--- src/rtl/uart_pkg.sv ---
// uart_pkg: shared definitions for the UART transmitter slice.
//   - UART_DATA_BITS, UART_START_BIT, UART_STOP_BIT line-level constants
//   - uart_tx_state_t and its state encodings
//   - even_parity() helper
// The PARITY state encoding only exists when UART_TX_PARITY_EN is defined.
package uart_pkg;

    localparam int   UART_DATA_BITS = 8;
    localparam logic UART_START_BIT = 1'b0;
    localparam logic UART_STOP_BIT  = 1'b1;

    typedef logic [2:0] uart_tx_state_t;

    localparam uart_tx_state_t ST_IDLE   = 3'd0;
    localparam uart_tx_state_t ST_START  = 3'd1;
    localparam uart_tx_state_t ST_DATA   = 3'd2;
`ifdef UART_TX_PARITY_EN
    localparam uart_tx_state_t ST_PARITY = 3'd3;
`endif
    localparam uart_tx_state_t ST_STOP   = 3'd4;

    // Even parity: the parity bit makes the total count of ones even.
    function automatic logic even_parity(input logic [UART_DATA_BITS-1:0] d);
        return ^d;
    endfunction

endpackage

--- src/rtl/uart_tx_if.sv ---
// uart_tx_if: byte handshake and serial-side signals of uart_tx.
//   i_valid    : upstream byte on i_data is offered
//   i_data     : byte to transmit
//   o_ready    : transmitter accepts i_data this cycle when i_valid is high
//   o_get_next : one-cycle pulse on the acceptance cycle
//   o_tx       : serial line, idle high
//   o_busy     : high from first start-bit cycle to last stop-bit cycle
// master = byte source side, slave = transmitter side.
interface uart_tx_if;

    logic                                i_valid;
    logic [uart_pkg::UART_DATA_BITS-1:0] i_data;
    logic                                o_ready;
    logic                                o_get_next;
    logic                                o_tx;
    logic                                o_busy;

    modport master (
        output i_valid, i_data,
        input  o_ready, o_get_next, o_tx, o_busy
    );

    modport slave (
        input  i_valid, i_data,
        output o_ready, o_get_next, o_tx, o_busy
    );

endinterface

--- src/rtl/uart_baud_tick.sv ---
// uart_baud_tick: per-bit cycle counter for uart_tx.
//   i_clk     : clock, rising edge
//   i_rst_n   : synchronous active-low reset
//   i_restart : force the counter back to 0 (held while idle / on a new frame)
//   o_tick    : high on the last cycle of each bit period
// Parameter CLKS_PER_BAUD (2..65535): clock cycles per serial bit.
module uart_baud_tick #(
    parameter int CLKS_PER_BAUD = 104
) (
    input  logic i_clk,
    input  logic i_rst_n,
    input  logic i_restart,
    output logic o_tick
);

    localparam int                 CNT_W    = $clog2(CLKS_PER_BAUD);
    localparam logic [CNT_W-1:0]   CNT_LAST = CNT_W'(CLKS_PER_BAUD - 1);

    logic [CNT_W-1:0] cnt_q, cnt_d;

    assign o_tick = (cnt_q == CNT_LAST);

    // Wrap to 0 on every bit boundary so bit lengths never accumulate error.
    always_comb begin
        cnt_d = cnt_q + 1'b1;
        if (i_restart || o_tick) begin
            cnt_d = '0;
        end
    end

    always_ff @(posedge i_clk) begin
        if (!i_rst_n) begin
            cnt_q <= '0;
        end else begin
            cnt_q <= cnt_d;
        end
    end

endmodule

--- src/rtl/uart_tx.sv ---
// uart_tx: 8N1 UART transmitter (8E1 when UART_TX_PARITY_EN is defined).
//   i_clk   : clock, rising edge
//   i_rst_n : synchronous active-low reset
//   bus     : uart_tx_if.slave (i_valid/i_data in, o_ready/o_get_next/
//             o_tx/o_busy out)
// Parameter CLKS_PER_BAUD (2..65535): clock cycles per serial bit.
// Macro UART_TX_PARITY_EN: adds an even-parity bit after data bit 7.
// A new byte may be accepted in the last stop-bit cycle, so streamed bytes
// go out back to back with no idle gap.
module uart_tx
    import uart_pkg::*;
#(
    parameter int CLKS_PER_BAUD = 104
) (
    input  logic     i_clk,
    input  logic     i_rst_n,
    uart_tx_if.slave bus
);

    localparam int                BCW      = $clog2(UART_DATA_BITS);
    localparam logic [BCW-1:0]    BIT_LAST = BCW'(UART_DATA_BITS - 1);

    uart_tx_state_t            state_q, state_d;
    logic [UART_DATA_BITS-1:0] shreg_q, shreg_d;
    logic [BCW-1:0]            bitcnt_q, bitcnt_d;
    logic                      rdy_en_q, rdy_en_d;
`ifdef UART_TX_PARITY_EN
    logic                      par_q, par_d;
`endif

    logic tick;
    logic ready;
    logic accept;
    logic restart;
    logic tx;

    // Counter sits at 0 while idle, so a new frame always starts a full bit.
    assign restart = (state_q == ST_IDLE) || accept;

    uart_baud_tick #(
        .CLKS_PER_BAUD(CLKS_PER_BAUD)
    ) u_baud (
        .i_clk    (i_clk),
        .i_rst_n  (i_rst_n),
        .i_restart(restart),
        .o_tick   (tick)
    );

    // rdy_en_q keeps o_ready low until the first edge that sees reset released.
    assign ready  = rdy_en_q && ((state_q == ST_IDLE) ||
                                 ((state_q == ST_STOP) && tick));
    assign accept = bus.i_valid && ready;

    always_comb begin
        state_d  = state_q;
        shreg_d  = shreg_q;
        bitcnt_d = bitcnt_q;
        rdy_en_d = 1'b1;
`ifdef UART_TX_PARITY_EN
        par_d    = par_q;
`endif
        case (state_q)
            ST_IDLE: begin
            end
            ST_START: begin
                if (tick) state_d = ST_DATA;
            end
            ST_DATA: begin
                if (tick) begin
                    // LSB first; fill with stop level so shreg ends at all-ones.
                    shreg_d = {UART_STOP_BIT, shreg_q[UART_DATA_BITS-1:1]};
                    if (bitcnt_q == BIT_LAST) begin
                        bitcnt_d = '0;
`ifdef UART_TX_PARITY_EN
                        state_d  = ST_PARITY;
`else
                        state_d  = ST_STOP;
`endif
                    end else begin
                        bitcnt_d = bitcnt_q + 1'b1;
                    end
                end
            end
`ifdef UART_TX_PARITY_EN
            ST_PARITY: begin
                if (tick) state_d = ST_STOP;
            end
`endif
            ST_STOP: begin
                if (tick) state_d = ST_IDLE;
            end
            default: begin
                state_d = ST_IDLE;
            end
        endcase

        // Acceptance happens from IDLE or the last STOP cycle and overrides
        // the normal step, chaining straight into the next start bit.
        if (accept) begin
            state_d  = ST_START;
            shreg_d  = bus.i_data;
            bitcnt_d = '0;
`ifdef UART_TX_PARITY_EN
            par_d    = even_parity(bus.i_data);
`endif
        end
    end

    always_ff @(posedge i_clk) begin
        if (!i_rst_n) begin
            state_q  <= ST_IDLE;
            shreg_q  <= '1;
            bitcnt_q <= '0;
            rdy_en_q <= 1'b0;
`ifdef UART_TX_PARITY_EN
            par_q    <= 1'b0;
`endif
        end else begin
            state_q  <= state_d;
            shreg_q  <= shreg_d;
            bitcnt_q <= bitcnt_d;
            rdy_en_q <= rdy_en_d;
`ifdef UART_TX_PARITY_EN
            par_q    <= par_d;
`endif
        end
    end

    always_comb begin
        tx = UART_STOP_BIT;
        case (state_q)
            ST_START:  tx = UART_START_BIT;
            ST_DATA:   tx = shreg_q[0];
`ifdef UART_TX_PARITY_EN
            ST_PARITY: tx = par_q;
`endif
            default:   tx = UART_STOP_BIT;
        endcase
    end

    assign bus.o_tx       = tx;
    assign bus.o_busy     = (state_q != ST_IDLE);
    assign bus.o_ready    = ready;
    assign bus.o_get_next = accept;

endmodule

--- src/flat_wrapper.sv ---
// flat-port wrapper written by rule: the top's interface ports become plain ports
module uart_tx_flat import uart_pkg::*;
#(
    parameter int CLKS_PER_BAUD = 104
)
  (i_clk, i_rst_n, bus_i_valid, bus_i_data, bus_o_ready, bus_o_get_next, bus_o_tx, bus_o_busy);
  uart_tx_if bus_i ();
  input  logic i_clk;
  input  logic i_rst_n;
  input wire logic [$bits(bus_i.i_valid)-1:0] bus_i_valid;
  input wire logic [$bits(bus_i.i_data)-1:0] bus_i_data;
  output wire logic [$bits(bus_i.o_ready)-1:0] bus_o_ready;
  output wire logic [$bits(bus_i.o_get_next)-1:0] bus_o_get_next;
  output wire logic [$bits(bus_i.o_tx)-1:0] bus_o_tx;
  output wire logic [$bits(bus_i.o_busy)-1:0] bus_o_busy;
  assign bus_i.i_valid = bus_i_valid;
  assign bus_i.i_data = bus_i_data;
  assign bus_o_ready = bus_i.o_ready;
  assign bus_o_get_next = bus_i.o_get_next;
  assign bus_o_tx = bus_i.o_tx;
  assign bus_o_busy = bus_i.o_busy;
  uart_tx #(.CLKS_PER_BAUD(CLKS_PER_BAUD)) u_core (.i_clk(i_clk), .i_rst_n(i_rst_n), .bus(bus_i));
endmodule
--- config.mk ---
export PLATFORM = sky130hd
export DESIGN_NAME = uart_tx_flat
export DESIGN_NICKNAME = d
export VERILOG_FILES = /design/src/rtl/uart_pkg.sv /design/src/rtl/uart_tx_if.sv /design/src/rtl/uart_baud_tick.sv /design/src/rtl/uart_tx.sv /design/src/flat_wrapper.sv
export SDC_FILE = /design/constraint.sdc
export NUM_CORES = 1
export LEC_CHECK = 0
export ABC_CLOCK_PERIOD_IN_PS = 2670
export BUFFER_PORTS_ARGS = -buffer_cell sky130_fd_sc_hd__buf_2
export CORE_MARGIN = 3
export CORE_UTILIZATION = 55
export CTS_CLUSTER_DIAMETER = 150
export CTS_CLUSTER_SIZE = 14
export DETAILED_ROUTE_END_ITERATION = 8
export PLACE_DENSITY = 0.77
export SLEW_MARGIN = 20
export SYNTH_ARGS = -nofsm -noshare
export SYNTH_HDL_FRONTEND = slang
export SYNTH_SLANG_ARGS = --single-unit
--- constraint.sdc ---
create_clock -name i_clk -period 2.67 [get_ports i_clk]
set_input_delay 0.534 -clock i_clk [delete_from_list [all_inputs] [get_ports i_clk]]
set_output_delay 0.534 -clock i_clk [all_outputs]
set_load 0.01 [all_outputs]
## Word-level counts from Yosys, hierarchy flattened

Index checks and enable logic that the tools add are counted.

| cells by class | value |
|---|---|
| add/sub/neg operators | 2 |
| equality and inequality tests | 14 |
| mux-type cells | 12 |
| bitwise gates (word level) | 2 |
| reductions and logical operators | 16 |

Operator list:

| kind | count |
|---|---|
| two-way mux 8 bit | 3 |
| two-way mux 3 bit | 5 |
| != test 3 x 1 -> 1 bit (second input constant) | 4 |
| case mux 3 bit (4 select lines) | 1 |
| != test 2 x 1 -> 1 bit (second input constant) | 5 |
| AND reduction 5 bit | 2 |
| adder 7 x 1 -> 7 bit (second input constant) | 1 |
| == test 7 bit (second input constant) | 1 |
| == test 3 bit (second input constant) | 2 |
| AND reduction 2 bit | 2 |
| nonzero test 2 bit | 2 |
| OR reduction 2 bit | 2 |
| adder 3 x 1 -> 3 bit (second input constant) | 1 |
| == test 3 x 1 -> 1 bit (second input constant) | 1 |
| == test 3 x 2 -> 1 bit (second input constant) | 1 |
| logical AND 1 bit | 3 |
| logical NOT 3 bit | 1 |
| logical OR 1 bit | 3 |
| nonzero test 3 bit | 1 |
| two-way mux 1 bit | 2 |
| inverter 1 bit | 2 |
| case mux 1 bit (2 select lines) | 1 |

| storage, ports and cells | value |
|---|---|
| flip-flop bits (word level) | 22 |
| output and inout port bits | 4 |
| logic and storage cells | 52 |

## Logic depth before layout (Yosys ltp)

| logic depth | value |
|---|---|
| depth after elaboration | 8 |
| mapped depth | 7 |

## By module

Synthesis repeated with hierarchy kept, for this count alone.

| second synthesis, totals | value |
|---|---|
| cells, all modules | 109 |
| area total of the unflattened synthesis | 1058.5 um^2 |

By module, submodules not included:

| module | times used | cells an instance | area an instance (um^2) |
|---|---|---|---|
| uart_tx | 1 | 75 | 747.0 |
| uart_baud_tick | 1 | 34 | 311.5 |

## Worst setup path after synthesis

Ideal clock, no wire load.

| timing path | value |
|---|---|
| path kind | reg2out |
| start | register u_core.u_baud.cnt_q[0] |
| end | output bus_o_ready |
| arrival time | 1226 ps |
| required time | 2136 ps |
| slack | 910 ps |
| cell stages (with the launch flop) | 6 |
| path buffers | 1 |
| cells stage by stage | dfxtp_1 ha_1 and3_1 buf_2 a21boi_2 nor2_1 |

| on the way | value |
|---|---|
| cells in the longest elaborated chain, start to end | 4 |

Ends and longest elaborated chain:

| element | line | text |
|---|---|---|
| from (decl) | uart_baud_tick.sv:19 | `logic [CNT_W-1:0] cnt_q, cnt_d;` |
| from (signal assigned) | uart_baud_tick.sv:35 | `cnt_q <= cnt_d;` |
| == test 7 bit | uart_baud_tick.sv:21 | `assign o_tick = (cnt_q == CNT_LAST);` |
| logical AND 1 bit | uart_tx.sv:51 | `((state_q == ST_STOP) && tick));` |
| logical OR 1 bit | uart_tx.sv:50 | `assign ready = rdy_en_q && ((state_q == ST_IDLE) \|\|` |
| logical AND 1 bit | uart_tx.sv:50 |  |
| to (decl) | flat_wrapper.sv:12 | `output wire logic [$bits(bus_i.o_ready)-1:0] bus_o_ready;` |

No other way between the ends.

## Worst setup path after layout

| timing path | value |
|---|---|
| start | register u_core.u_baud.cnt_q[0] |
| end | output bus_o_get_next |

| on the way | value |
|---|---|
| cells in the longest elaborated chain, start to end | 5 |

Ends and longest elaborated chain:

| element | line | text |
|---|---|---|
| == test 7 bit | uart_baud_tick.sv:21 |  |
| logical AND 1 bit | uart_tx.sv:51 |  |
| logical OR 1 bit | uart_tx.sv:50 |  |
| logical AND 1 bit | uart_tx.sv:50 |  |
| logical AND 1 bit | uart_tx.sv:52 | `assign accept = bus.i_valid && ready;` |
| to (decl) | flat_wrapper.sv:13 | `output wire logic [$bits(bus_i.o_get_next)-1:0] bus_o_get_next;` |

No other way between the ends.

==> run_results.csv <==
group,metric,value,unit
final_layout,syn2layout_area_growth,10.95,%
cts,cts_hold_buf,0,
routing,ant_nets,0,
yosys,synth_warnings,0,
cts,htreeDepth,1,
timing,max_freq,0.4288,GHz
floorplan,die_x,48.77,µm
setup_path,start_kind,"flip-flop",
timing,finalSetupViolations,0,
setup_path,critPathKind,"flip-flop to output port",
yosys,synth_area_per_cell,9.490,µm²
yosys,synth.area.top_cells,"dfxtp_1, mux2i_1, nor2_1",
timing,relSlewSlack,70.16,%
timing,layout_setup_ws,0.3381,ns
cts,clock-root-buffer,"clkbuf_4",
routing,first_pass_iters,4,
power,leakage,0.0005118,µW
place,portBuffers,14,
floorplan,core,0.001612,mm²
yosys,ys_seq_area_share,43.78,%
yosys,synth_edf_count,0,
floorplan,ios,15,
final_layout,final_nets,137,
cts,cts_sinks,22,
place,pre_cts_ws,0.6827,ns
place,detailed_place_hpwl,1323,µm
timing,tightest_slew,0.4465,ns
floorplan,fp-row-count,14,
timing,final_max_slew_viol_count,0,
global_route,track_usage,17.35,%
routing,drt-total-wl,1789,µm
setup_path,slowest_stage,"dfxtp_1",
yosys,async_flop_share,0,%
global_route,met1_usage,23.06,%
place,placed_cells,142,
final_layout,multi_input_area,538.0,µm²
routing,wl_per_cell,12.34,µm
setup_path,cp_max_fo,9,
timing,min_period,2.332,ns
setup_path,end_kind,"output port",
final_layout,regArea,440.4,µm²
routing,post-route-drc-count,0,
yosys,ys_types,32,
setup_path,crit_chain,"ha_1 > and3_1 > a21boi_2 > nor2_4 > buf_2",
timing,period_share,87.34,%
final_layout,drive_gt1_share,19.01,%
yosys,synth.largest_area_cell,"dfxtp_1",
power,power_density,478.3,mW/mm²
cts,cts_tree,"done",
final_layout,stdcell_count,145,
routing,vias,794,
setup_path,arrival,1.80,ns
floorplan,die-area,0.002378,mm²
timing,rsz0062_at_grt,"no",
global_route,grt_max_degree,13,
cts,numCtsBuffers,3,
global_route,grt-ovfl-total,0,
cts,clockBufferDepth,2,
yosys,synth_nets,120,
job,maxCapViolCount,0,
global_route,grt_pass1_vias,742,
timing,fin_setup_tns,0,ns
final_layout,num-fill-cells,140,
place,dpl-instance-area,0.001094,mm²
yosys,synth_ff_type,"dfxtp_1",
min_path,worstHoldPathType,"input pin to flip-flop",
global_route,grt_use_met2,27.83,%
cts,cts.clk_slew.worst_paths,0.11,ns
setup_path,critPathMaxStageDelay,0.37,ns
setup_path,required,2.14,ns
global_route,gr-max-usage-layer,"met2",
yosys,synthCells,106,
yosys,syn_area,0.001006,mm²
power,ir_worst_vdd,0.0003578,V
cts,postCtsSetupBuffers,0,
global_route,antenna_found_initial,0,
timing,final_hold_viol_count,0,
final_layout,n_antenna_cell,0,
yosys,synth_top_area_share,43.78,%
routing,drt_iter0_drc,23,
yosys,synth_seq_cells,22,
timing,finalClockSkew,0.003107,ns
cts,ctsResizeCount,0,
status,status,"finished, final reports clean",
floorplan,fp.dieH,48.77,µm
floorplan,start_util,62.42,%
routing,vias_per_cell,5.476,
cts,clock_latency,0.30,ns
global_route,grt_pass1_wl,3277,µm
place,gp_congestion,0.8269,
final_layout,stdcell_area,0.001116,mm²
global_route,grtUsageMet3,2.761,%
==> area by class of cell <==
cell class                      instances  share of cell area, %
Clock buffer                            3                  2.018
Timing Repair Buffer                   14                  6.278
Sequential cell                        22                  39.46
Tap cell                               24                  2.691
Inverter                                4                  1.345
Multi-Input combinational cell         78                  48.21
==> metal layers <==
layer / vias up / wire, µm
li1: 407 / -
met1: 361 / 840
met2: 21 / 834
met3: 5 / 76
met4: 0 / 38
met5: - / 0
==> power by group <==
group | switching (µW) | total (µW) | leakage, µW | internal (µW)
sequential | 5.99 | 343 | 0.000179 | 337
combinational | 26.9 | 48.1 | 0.000319 | 21.2
clock | 90.1 | 143 | 0.0000138 | 52.6
==> sequential cells by signal (all words and copies together), names as in the netlist <==
signal / count
u_core.shreg_q: 8
u_core.rdy_en_q: 1
u_core.bitcnt_q: 3
u_core.state_q: 3
u_core.u_baud.cnt_q: 7
==> cells in the mapped netlist (3+ instances only) <==
cell	n
nor2_1	20
inv_1	4
ha_1	3
nand3_1	4
a22oi_1	7
xnor2_1	3
nor3_1	4
mux2i_1	9
nand2_1	4
dfxtp_1	22
==> kinds of logic after synthesis <==
kind of cell | Yosys count | synth area share (%)
multiplexers | 9 | 8.956
adder cells (fa/ha/maj) | 3 | 3.732
buffers and inverters | 6 | 2.736
AND/OR/NAND/NOR | 42 | 21.89
flip-flops | 22 | 43.78
AO/OA/AOI/OAI | 19 | 14.55
XOR/XNOR | 5 | 4.354
==> critical path, delay by kind of cell (launching register included) <==
kind / cells / cell delay (ns)
simple gates: 2 / 0.58
flops: 1 / 0.37
fa+ha+maj: 1 / 0.21
buf+inv: 1 / 0.18
compound gates: 1 / 0.17
==> through the flow <==
stage,hold slack [ns],total power [µW],utilization [%]
after floorplan,0.4175,379.0,-
after global placement,0.4319,396.9,67.86
after detailed placement,0.4365,398.1,67.86
after CTS,0.4356,540.8,69.25
after global routing,0.4234,564.9,69.25
final,0.4447,533.8,69.25
==> cell usage in the layout, fill, tap and decap left out <==
| cell type | instances |
|---|---|
| a21boi_2 | 1 |
| nand3b_1 | 1 |
| xnor2_1 | 3 |
| nor3_1 | 4 |
| a21oi_1 | 2 |
| a22oi_1 | 7 |
| buf_2 | 14 |
| nand2_1 | 4 |
| dfxtp_1 | 22 |
| ha_1 | 3 |
| o21a_1 | 1 |
| and3b_1 | 1 |
| nor2b_1 | 1 |
| inv_1 | 4 |
| a31oi_1 | 1 |
| o21ai_1 | 1 |
| nor2_1 | 20 |
| o21ai_2 | 1 |
| xor2_1 | 2 |
| o2bb2a_1 | 1 |
| a311oi_1 | 1 |
| nor2_4 | 1 |
| clkbuf_4 | 3 |
| o21bai_1 | 1 |
| and3_1 | 2 |
| nand3_1 | 4 |
| mux2i_1 | 9 |
| or3_1 | 2 |
| nand4_2 | 1 |
| o211a_1 | 1 |
| nor3b_4 | 1 |
| o21a_2 | 1 |
==> worst paths after layout <==
check | from | to | slack, ns | cells after the start
setup / recovery | u_core.u_baud.cnt_q[0]$_SDFF_PP0_ | bus_o_get_next | 0.34 | 5
hold reg to reg | u_core.u_baud.cnt_q[0]$_SDFF_PP0_ | u_core.u_baud.cnt_q[0]$_SDFF_PP0_ | 0.46 | 1
hold / removal | i_rst_n | u_core.rdy_en_q$_DFF_P_ | 0.44 | 1
setup reg to reg | u_core.u_baud.cnt_q[0]$_SDFF_PP0_ | u_core.bitcnt_q[0]$_SDFFE_PP0P_ | 0.67 | 5
(Power assumes the default switching activity.)
